===== src/rtl/coin_acceptor.sv =====
// coin_acceptor: turns the two raw coin-slot sensors into a clean,
// single-cycle coin code for the vending-machine FSM.
// Each sensor is synchronised (2-FF) and then debounced.
// Double-sensor events are rejected with a coin_err pulse.
// Each coin must be released and followed by a lockout gap before the next
// coin is accepted.
module coin_acceptor #(
    parameter int DEB_CYC = 500000,
    parameter int GAP_CYC = 250000
) (
    input  logic       clk,
    input  logic       rst_n,
    input  logic       sensor_half,
    input  logic       sensor_one,
    output logic [1:0] coin,
    output logic       coin_err
);

    localparam int MAX_CYC = (DEB_CYC > GAP_CYC) ? DEB_CYC : GAP_CYC;
    localparam int CNT_W   = $clog2(MAX_CYC) + 1;

    localparam logic [CNT_W-1:0] DEB_LAST = CNT_W'(DEB_CYC - 1);
    localparam logic [CNT_W-1:0] GAP_LAST = CNT_W'(GAP_CYC - 1);
    localparam logic [CNT_W-1:0] CNT_ONE  = CNT_W'(1);
    localparam logic [CNT_W-1:0] CNT_ZERO = '0;

    typedef enum logic [2:0] {
        IDLE     = 3'd0,
        DEBOUNCE = 3'd1,
        EMIT     = 3'd2,
        WAIT_REL = 3'd3,
        GAP      = 3'd4
    } state_t;

    // bit 0 = half-yuan sensor, bit 1 = one-yuan sensor
    logic [1:0] raw;
    logic [1:0] sync_vec;
    logic       s_half;
    logic       s_one;

    assign raw    = {sensor_one, sensor_half};
    assign s_half = sync_vec[0];
    assign s_one  = sync_vec[1];

    generate
        for (genvar gi = 0; gi < 2; gi++) begin : g_sync
            logic meta_reg;
            logic sync_reg;

            // Two-flop synchroniser for one asynchronous sensor
            always_ff @(posedge clk or negedge rst_n) begin
                if (!rst_n) begin
                    meta_reg <= 1'b0;
                    sync_reg <= 1'b0;
                end else begin
                    meta_reg <= raw[gi];
                    sync_reg <= meta_reg;
                end
            end

            assign sync_vec[gi] = sync_reg;
        end
    endgenerate

    // The synchronisers come out of reset holding zeros that do not reflect the
    // real sensors. WAIT_REL must not treat those zeros as a release, otherwise
    // a sensor held through reset would later be counted as a coin. primed_reg
    // marks when the second synchroniser stage carries a genuine sample.
    logic [1:0] primed_reg;

    // Shift in ones after reset until both synchroniser stages hold real data
    always_ff @(posedge clk or negedge rst_n) begin
        if (!rst_n) begin
            primed_reg <= 2'b00;
        end else begin
            primed_reg <= {primed_reg[0], 1'b1};
        end
    end

    state_t           state_reg,  state_next;
    logic [CNT_W-1:0] cnt_reg,    cnt_next;
    logic             sel_reg,    sel_next;     // 1 = one-yuan slot
    logic [1:0]       coin_reg,   coin_next;
    logic             err_reg,    err_next;

    // Sensor chosen at debounce start, and the sensor that was not chosen
    logic sel_level;
    logic other_level;

    assign sel_level   = sel_reg ? s_one  : s_half;
    assign other_level = sel_reg ? s_half : s_one;

    // State, counter, selected-slot and registered-output flops
    always_ff @(posedge clk or negedge rst_n) begin
        if (!rst_n) begin
            state_reg <= WAIT_REL;
            cnt_reg   <= CNT_ZERO;
            sel_reg   <= 1'b0;
            coin_reg  <= 2'b00;
            err_reg   <= 1'b0;
        end else begin
            state_reg <= state_next;
            cnt_reg   <= cnt_next;
            sel_reg   <= sel_next;
            coin_reg  <= coin_next;
            err_reg   <= err_next;
        end
    end

    // Next-state, counter and slot-select decisions from synchronised sensors
    always_comb begin
        state_next = state_reg;
        cnt_next   = cnt_reg;
        sel_next   = sel_reg;
        case (state_reg)
            IDLE: begin
                if (s_half && s_one) begin
                    state_next = WAIT_REL;
                end else if (s_half || s_one) begin
                    state_next = DEBOUNCE;
                    sel_next   = s_one;
                    cnt_next   = CNT_ONE;
                end
            end
            DEBOUNCE: begin
                // A second sensor rising is a double event even if the first
                // one dropped in the same cycle.
                if (other_level) begin
                    state_next = WAIT_REL;
                end else if (!sel_level) begin
                    state_next = IDLE;
                end else begin
                    cnt_next = cnt_reg + 1'b1;
                    if (cnt_reg == DEB_LAST) begin
                        state_next = EMIT;
                    end
                end
            end
            EMIT: begin
                state_next = WAIT_REL;
            end
            WAIT_REL: begin
                if (primed_reg[1] && !s_half && !s_one) begin
                    state_next = GAP;
                    cnt_next   = CNT_ZERO;
                end
            end
            GAP: begin
                if (cnt_reg == GAP_LAST) begin
                    state_next = IDLE;
                end else begin
                    cnt_next = cnt_reg + 1'b1;
                end
            end
            default: begin
                state_next = WAIT_REL;
                cnt_next   = CNT_ZERO;
            end
        endcase
    end

    // Output decode; both outputs are registered one cycle later.
    // The coin pulse follows EMIT and the error pulse follows IDLE/DEBOUNCE,
    // so the two can never be high in the same cycle.
    always_comb begin
        coin_next = 2'b00;
        err_next  = 1'b0;
        case (state_reg)
            IDLE:     err_next  = s_half && s_one;
            DEBOUNCE: err_next  = other_level;
            EMIT:     coin_next = sel_reg ? 2'b10 : 2'b01;
            default: begin
                coin_next = 2'b00;
                err_next  = 1'b0;
            end
        endcase
    end

    assign coin     = coin_reg;
    assign coin_err = err_reg;

endmodule


===== config.mk =====
export PLATFORM = sky130hd
export DESIGN_NAME = coin_acceptor
export DESIGN_NICKNAME = d
export VERILOG_FILES = /design/src/rtl/coin_acceptor.sv
export SDC_FILE = /design/constraint.sdc
export NUM_CORES = 1
export LEC_CHECK = 0
export CORE_UTILIZATION = 50
export DETAILED_ROUTE_END_ITERATION = 8
export GPL_TIMING_DRIVEN = 0
export PLACE_DENSITY = 0.73
export SYNTH_ARGS = -nofsm -noshare
export SYNTH_HDL_FRONTEND = slang
export SYNTH_SLANG_ARGS = --single-unit
export TNS_END_PERCENT = 100

===== constraint.sdc =====
create_clock -name clk -period 3.1 [get_ports clk]
set_clock_uncertainty 0.05 [all_clocks]
set_input_delay 0.775 -clock clk [delete_from_list [all_inputs] [get_ports clk]]
set_output_delay 0.775 -clock clk [all_outputs]
set_load 0.05 [all_outputs]

* After elaboration in Yosys (flattened, before gate mapping)
Cells that the tools add are included.
** Word-level totals
- Output and inout port bits :: 3
- Word-level logic and storage cells :: 58
- Input port bits :: 4
- Bits in registers :: 33
** Operators by class
- Eq/ne operators :: 15
- Reduce and logical (&&, ||, !) cells :: 10
- Multiplexer cells :: 20
- Add/subtract/negate cells :: 1
- Bitwise gates (word level) :: 2
** Operator list (count)
- $mux W20 :: 6
- $pmux W20 S5 :: 1
- $mux W3 :: 7
- $add A20 B1 Y20 const B :: 1
- $eq A20 B18 Y1 const B :: 1
- $eq A20 B19 Y1 const B :: 1
- $ne A2 B2 Y1 const B :: 7
- $pmux W3 S4 :: 1
- $reduce_and A7 Y1 :: 1
- $eq A3 B2 Y1 const B :: 2
- $mux W2 :: 2
- $ne A4 B4 Y1 const B :: 1
- $reduce_and A4 Y1 :: 1
- $eq A3 B1 Y1 const B :: 1
- $eq A3 B3 Y1 const B :: 1
- $logic_and A1 B1 Y1 :: 3
- $logic_not A3 Y1 :: 1
- $ne A3 B3 Y1 const B :: 1
- $reduce_and A3 Y1 :: 1
- $logic_not A1 Y1 :: 2
- $mux W1 :: 2
- $not A1 Y1 :: 2
- $pmux W1 S2 :: 1
- $logic_or A1 B1 Y1 :: 1

* Logic depth before layout (Yosys ltp)
- Depth in word-level cells :: 5
- Depth in mapped cells :: 7

* Worst setup path before layout
OpenSTA, ideal clock, no wires.
- Path type :: register to register
- From :: register cnt_reg[0]
- To :: register cnt_reg[8]
- Path buffers :: 1
- Setup time :: 130 ps
- Setup slack :: 1192 ps
- Data arrival time :: 1728 ps
- Required time :: 2920 ps
- Stages on the path, launching flop included :: 8
- Period minus slack after synthesis :: 1908 ps
- Path through :: dfrtp_1 -> ha_1 -> and3_1 -> nand4_1 -> nor3_4 -> nand2b_4 -> buf_12 -> o221ai_2
** On the way
- Longest elaborated chain between the ends :: 4
- Elaborated cells between the ends (all ways) :: 8
- Classes of those cells :: add/sub: 1; eq/ne: 2; mux: 4; reduce/logical: 1
** RTL lines
- from (decl) :: RTL line 81 : logic [CNT_W-1:0] cnt_reg, cnt_next;
- from (signal assigned) :: RTL line 103 : cnt_reg <= cnt_next;
- $add A20 B1 Y20 :: RTL line 133, 152
- $mux W20 :: RTL line 130 : end else if (!sel_level) begin
- $mux W20 :: RTL line 128 : if (other_level) begin
- $pmux W20 S5 :: RTL line 115 : case (state_reg)
Parallel ways exist; a longest one is shown, timed or not. The select of a mux whose other input is x is not followed.
A chain may end at the register's enable or synchronous reset.

* Worst setup path after layout
Same ends and word-level chain as after synthesis.

==> summary.txt <==
Setup path
  • R2R Path End: cnt_reg[8]$_DFFE_PN0P_
  • CP max FO: 10
  • CP endpoint kind: flop
  • R2R depth: 7
  • Crit path DAT: 2460 ps
  • Max stage delay cell, worst path: nor3_4
  • Crit path kind: flop to flop
  • Worst Path Required: 3210 ps
  • R2r startpoint: cnt_reg[0]$_DFFE_PN0P_
  • Worst setup SP type: flop
  • Slowest cell delay on critical path: 510 ps
  • Worst path cell trace: ha_1 > and3_1 > nand4_1 > nor3_4 > nand2b_4 > buf_12 > o221ai_2
  • Worst reg2reg setup slack: 750 ps

Yosys
  • Leading area contributor after synthesis: dfrtp_1
  • Most common cell in the netlist: dfrtp_1
  • Synth cell count leaders: dfrtp_1, o21ai_0, o31ai_1
  • Post-synthesis sequential area ratio: 43.0%
  • Top post-synthesis cells by area: dfrtp_1, o31ai_1, o21ai_0
  • Post-synthesis cell count: 196
  • Syn. warnings: 0
  • Syn_area_per_cell: 9.84 sq um
  • Count of different cell masters after synthesis: 56
  • Post-synth EDFFs: 0
  • Syn Std Cell Area: 1930 sq um
  • Async SR Flop Fraction: 100%
  • Number of synthesized register bits: 33
  • Yosys top cell area share: 40.2%
  • Syn_nets: 203
  • Post-synth top flop: dfrtp_1

Timing
  • Unrepaired setup endpoints after global routing: false
  • Final period utilization: 75.7%
  • Final Critical Period: 2350 ps
  • Final WS setup: 754 ps
  • Hold Worst Slack: 299 ps
  • Hold Vio Cnt, Final: 0
  • Setup violators final: 0
  • Slew @ Worst Pin: 718 ps
  • Setup TNS: 0 ps
  • Relative slew slack: 52.1%
  • Slew Viols, Final: 0
  • Fmax: 426 MHz

Final layout
  • Max reg flops: 20
  • Fin area: 2160 sq um
  • Layout cells sized above 1: 13.8%
  • Final core utilization: 58.6%
  • Syn-to-layout area delta: 12.2%
  • Post-layout nets: 216
  • Fin cells: 258
  • Antenna cells: 0

Placed design
  • Port Buf Inserts: 6
  • HPWL Detailed: 3160 um
  • Place WS: 809 ps
  • Placed insts: 250
  • Post-DP Area: 2040 sq um
  • GPL Wtd Cong: 0.931

GRT
  • Initial antenna violation count: 0
  • Tot GR Track Use: 25.0%
  • Largest net degree at the start of global routing: 34
  • Congestion Overflow GR: 0
  • First-pass GRT wire length: 7770 um
  • Vias in the first global route: 1658

CTS
  • Root buf cell: clkbuf_8
  • H-tree levels: 2
  • CTS Buf Count: 5
  • Clk Latency, worst-skew pair: 300 ps
  • Clock slew at reported path FFs: 60 ps
  • Cells resized by post-CTS repair: 0
  • Clk buf depth: 2
  • # hold bufs at CTS: 0
  • CTS sink count: 33
  • Setup repair bufs after CTS: 0
  • CTS tree: yes

Die
  • Core region area: 3690 sq um
  • Vert. Die Dim: 64.1 um
  • Die Area: 4110 sq um
  • I/O pin total: 7
  • Starting Density: 52.3%
  • Row Count: 22
  • Die W: 64.1 um

Power and ir drop
  • Cell Pwr Density: 727 nW/um^2
  • Pleak: 0.877 nW
  • Worst-case vdd ir drop: 0.000363 V
  • Total power: 1.57 mW

Worst hold path
  • HP Class: flop to flop
  • Hold Path Origin: g_sync[0].meta_reg$_DFF_PN0_
  • Hold-critical path endpoint: g_sync[0].sync_reg$_DFF_PN0_
  • Worst hold stages: 0

Routing
  • Post-route DRC: 0
  • Iteration-0 DRC Markers: 173
  • Post-DRT Antenna Nets: 0
  • Via Count: 1659
  • Routed wire per std cell: 17.2 um
  • Final wirelength: 4440 um
  • Vias per inst: 6.43
  • First-pass detailed-route iteration total: 4

Outcome
  • Status: finished, final reports clean

Run
  • MaxCap Viol Count: 0
cells by family (layout without fill, tap and decap cells):
family / after synthesis / after routing / synth area share, %
buffers and inverters: 16 / 30 / 5.52
other: 1 / 1 / 0.194
and+or+nand+nor: 70 / 70 / 21.4
DFF: 33 / 33 / 43.0
AOI/OAI and AO/OA: 72 / 72 / 27.5
adders and majority gates: 3 / 3 / 1.95
muxes: 1 / 1 / 0.519
power breakdown:
group | internal, mW | switching (mW)
clock | 0.261 | 0.165
sequential | 0.488 | 0.0499
combinational | 0.226 | 0.382
total | 0.976 | 0.596
routing by layer:
layer	global-route usage [%]	vias up	wire length (um)
met5	0	-	0
met4	7.50	0	56
li1	-	777	-
met2	39.6	51	2090
met1	32.6	824	2070
met3	7.86	7	225
worst max path at each step:
stage	from	endpoint	slack [ps]	depth (start not counted)
finish	cnt_reg[0]$_DFFE_PN0P_	cnt_reg[8]$_DFFE_PN0P_	750	7
CTS	cnt_reg[0]$_DFFE_PN0P_	cnt_reg[8]$_DFFE_PN0P_	800	7
detailed placement	cnt_reg[0]$_DFFE_PN0P_	cnt_reg[8]$_DFFE_PN0P_	810	7
floorplan	cnt_reg[0]$_DFFE_PN0P_	cnt_reg[8]$_DFFE_PN0P_	1190	7
global placement	rst_n	cnt_reg[13]$_DFFE_PN0P_	590	1
global route	cnt_reg[0]$_DFFE_PN0P_	cnt_reg[12]$_DFFE_PN0P_	640	7
final cells by class:
| type | instances | area, sq um |
|---|---|---|
| Fill cell | 326 | 1530 |
| Multi-Input combinational cell | 147 | 993 |
| Sequential cell | 33 | 828 |
| Buffer | 10 | 83.8 |
| Clock buffer | 6 | 82.6 |
| Tap cell | 48 | 60.1 |
| Timing Repair Buffer | 6 | 55.1 |
| Clock inverter | 2 | 37.5 |
| Inverter | 6 | 22.5 |
layout by cell type (no fill, tap or decap), types with 6 or more instances in the layout:
master,synthesis,layout
a21oi_1,10,10
a31oi_1,6,6
clkbuf_8,0,6
dfrtp_1,31,31
inv_1,6,6
nand2_1,13,13
nand3_1,8,8
nand4_1,6,6
nor2_1,13,13
nor3_1,6,6
o21ai_0,16,16
o31ai_1,14,14
critical path, delay by kind of cell, from the launching register on:
family	cells	cell delay (ps)
adder cells (fa/ha/maj)	1	280
buffers and inverters	1	140
flip-flops	1	460
AND/OR/NAND/NOR	4	1200
AO/OA/AOI/OAI	1	90
(Power assumes the default switching activity.)
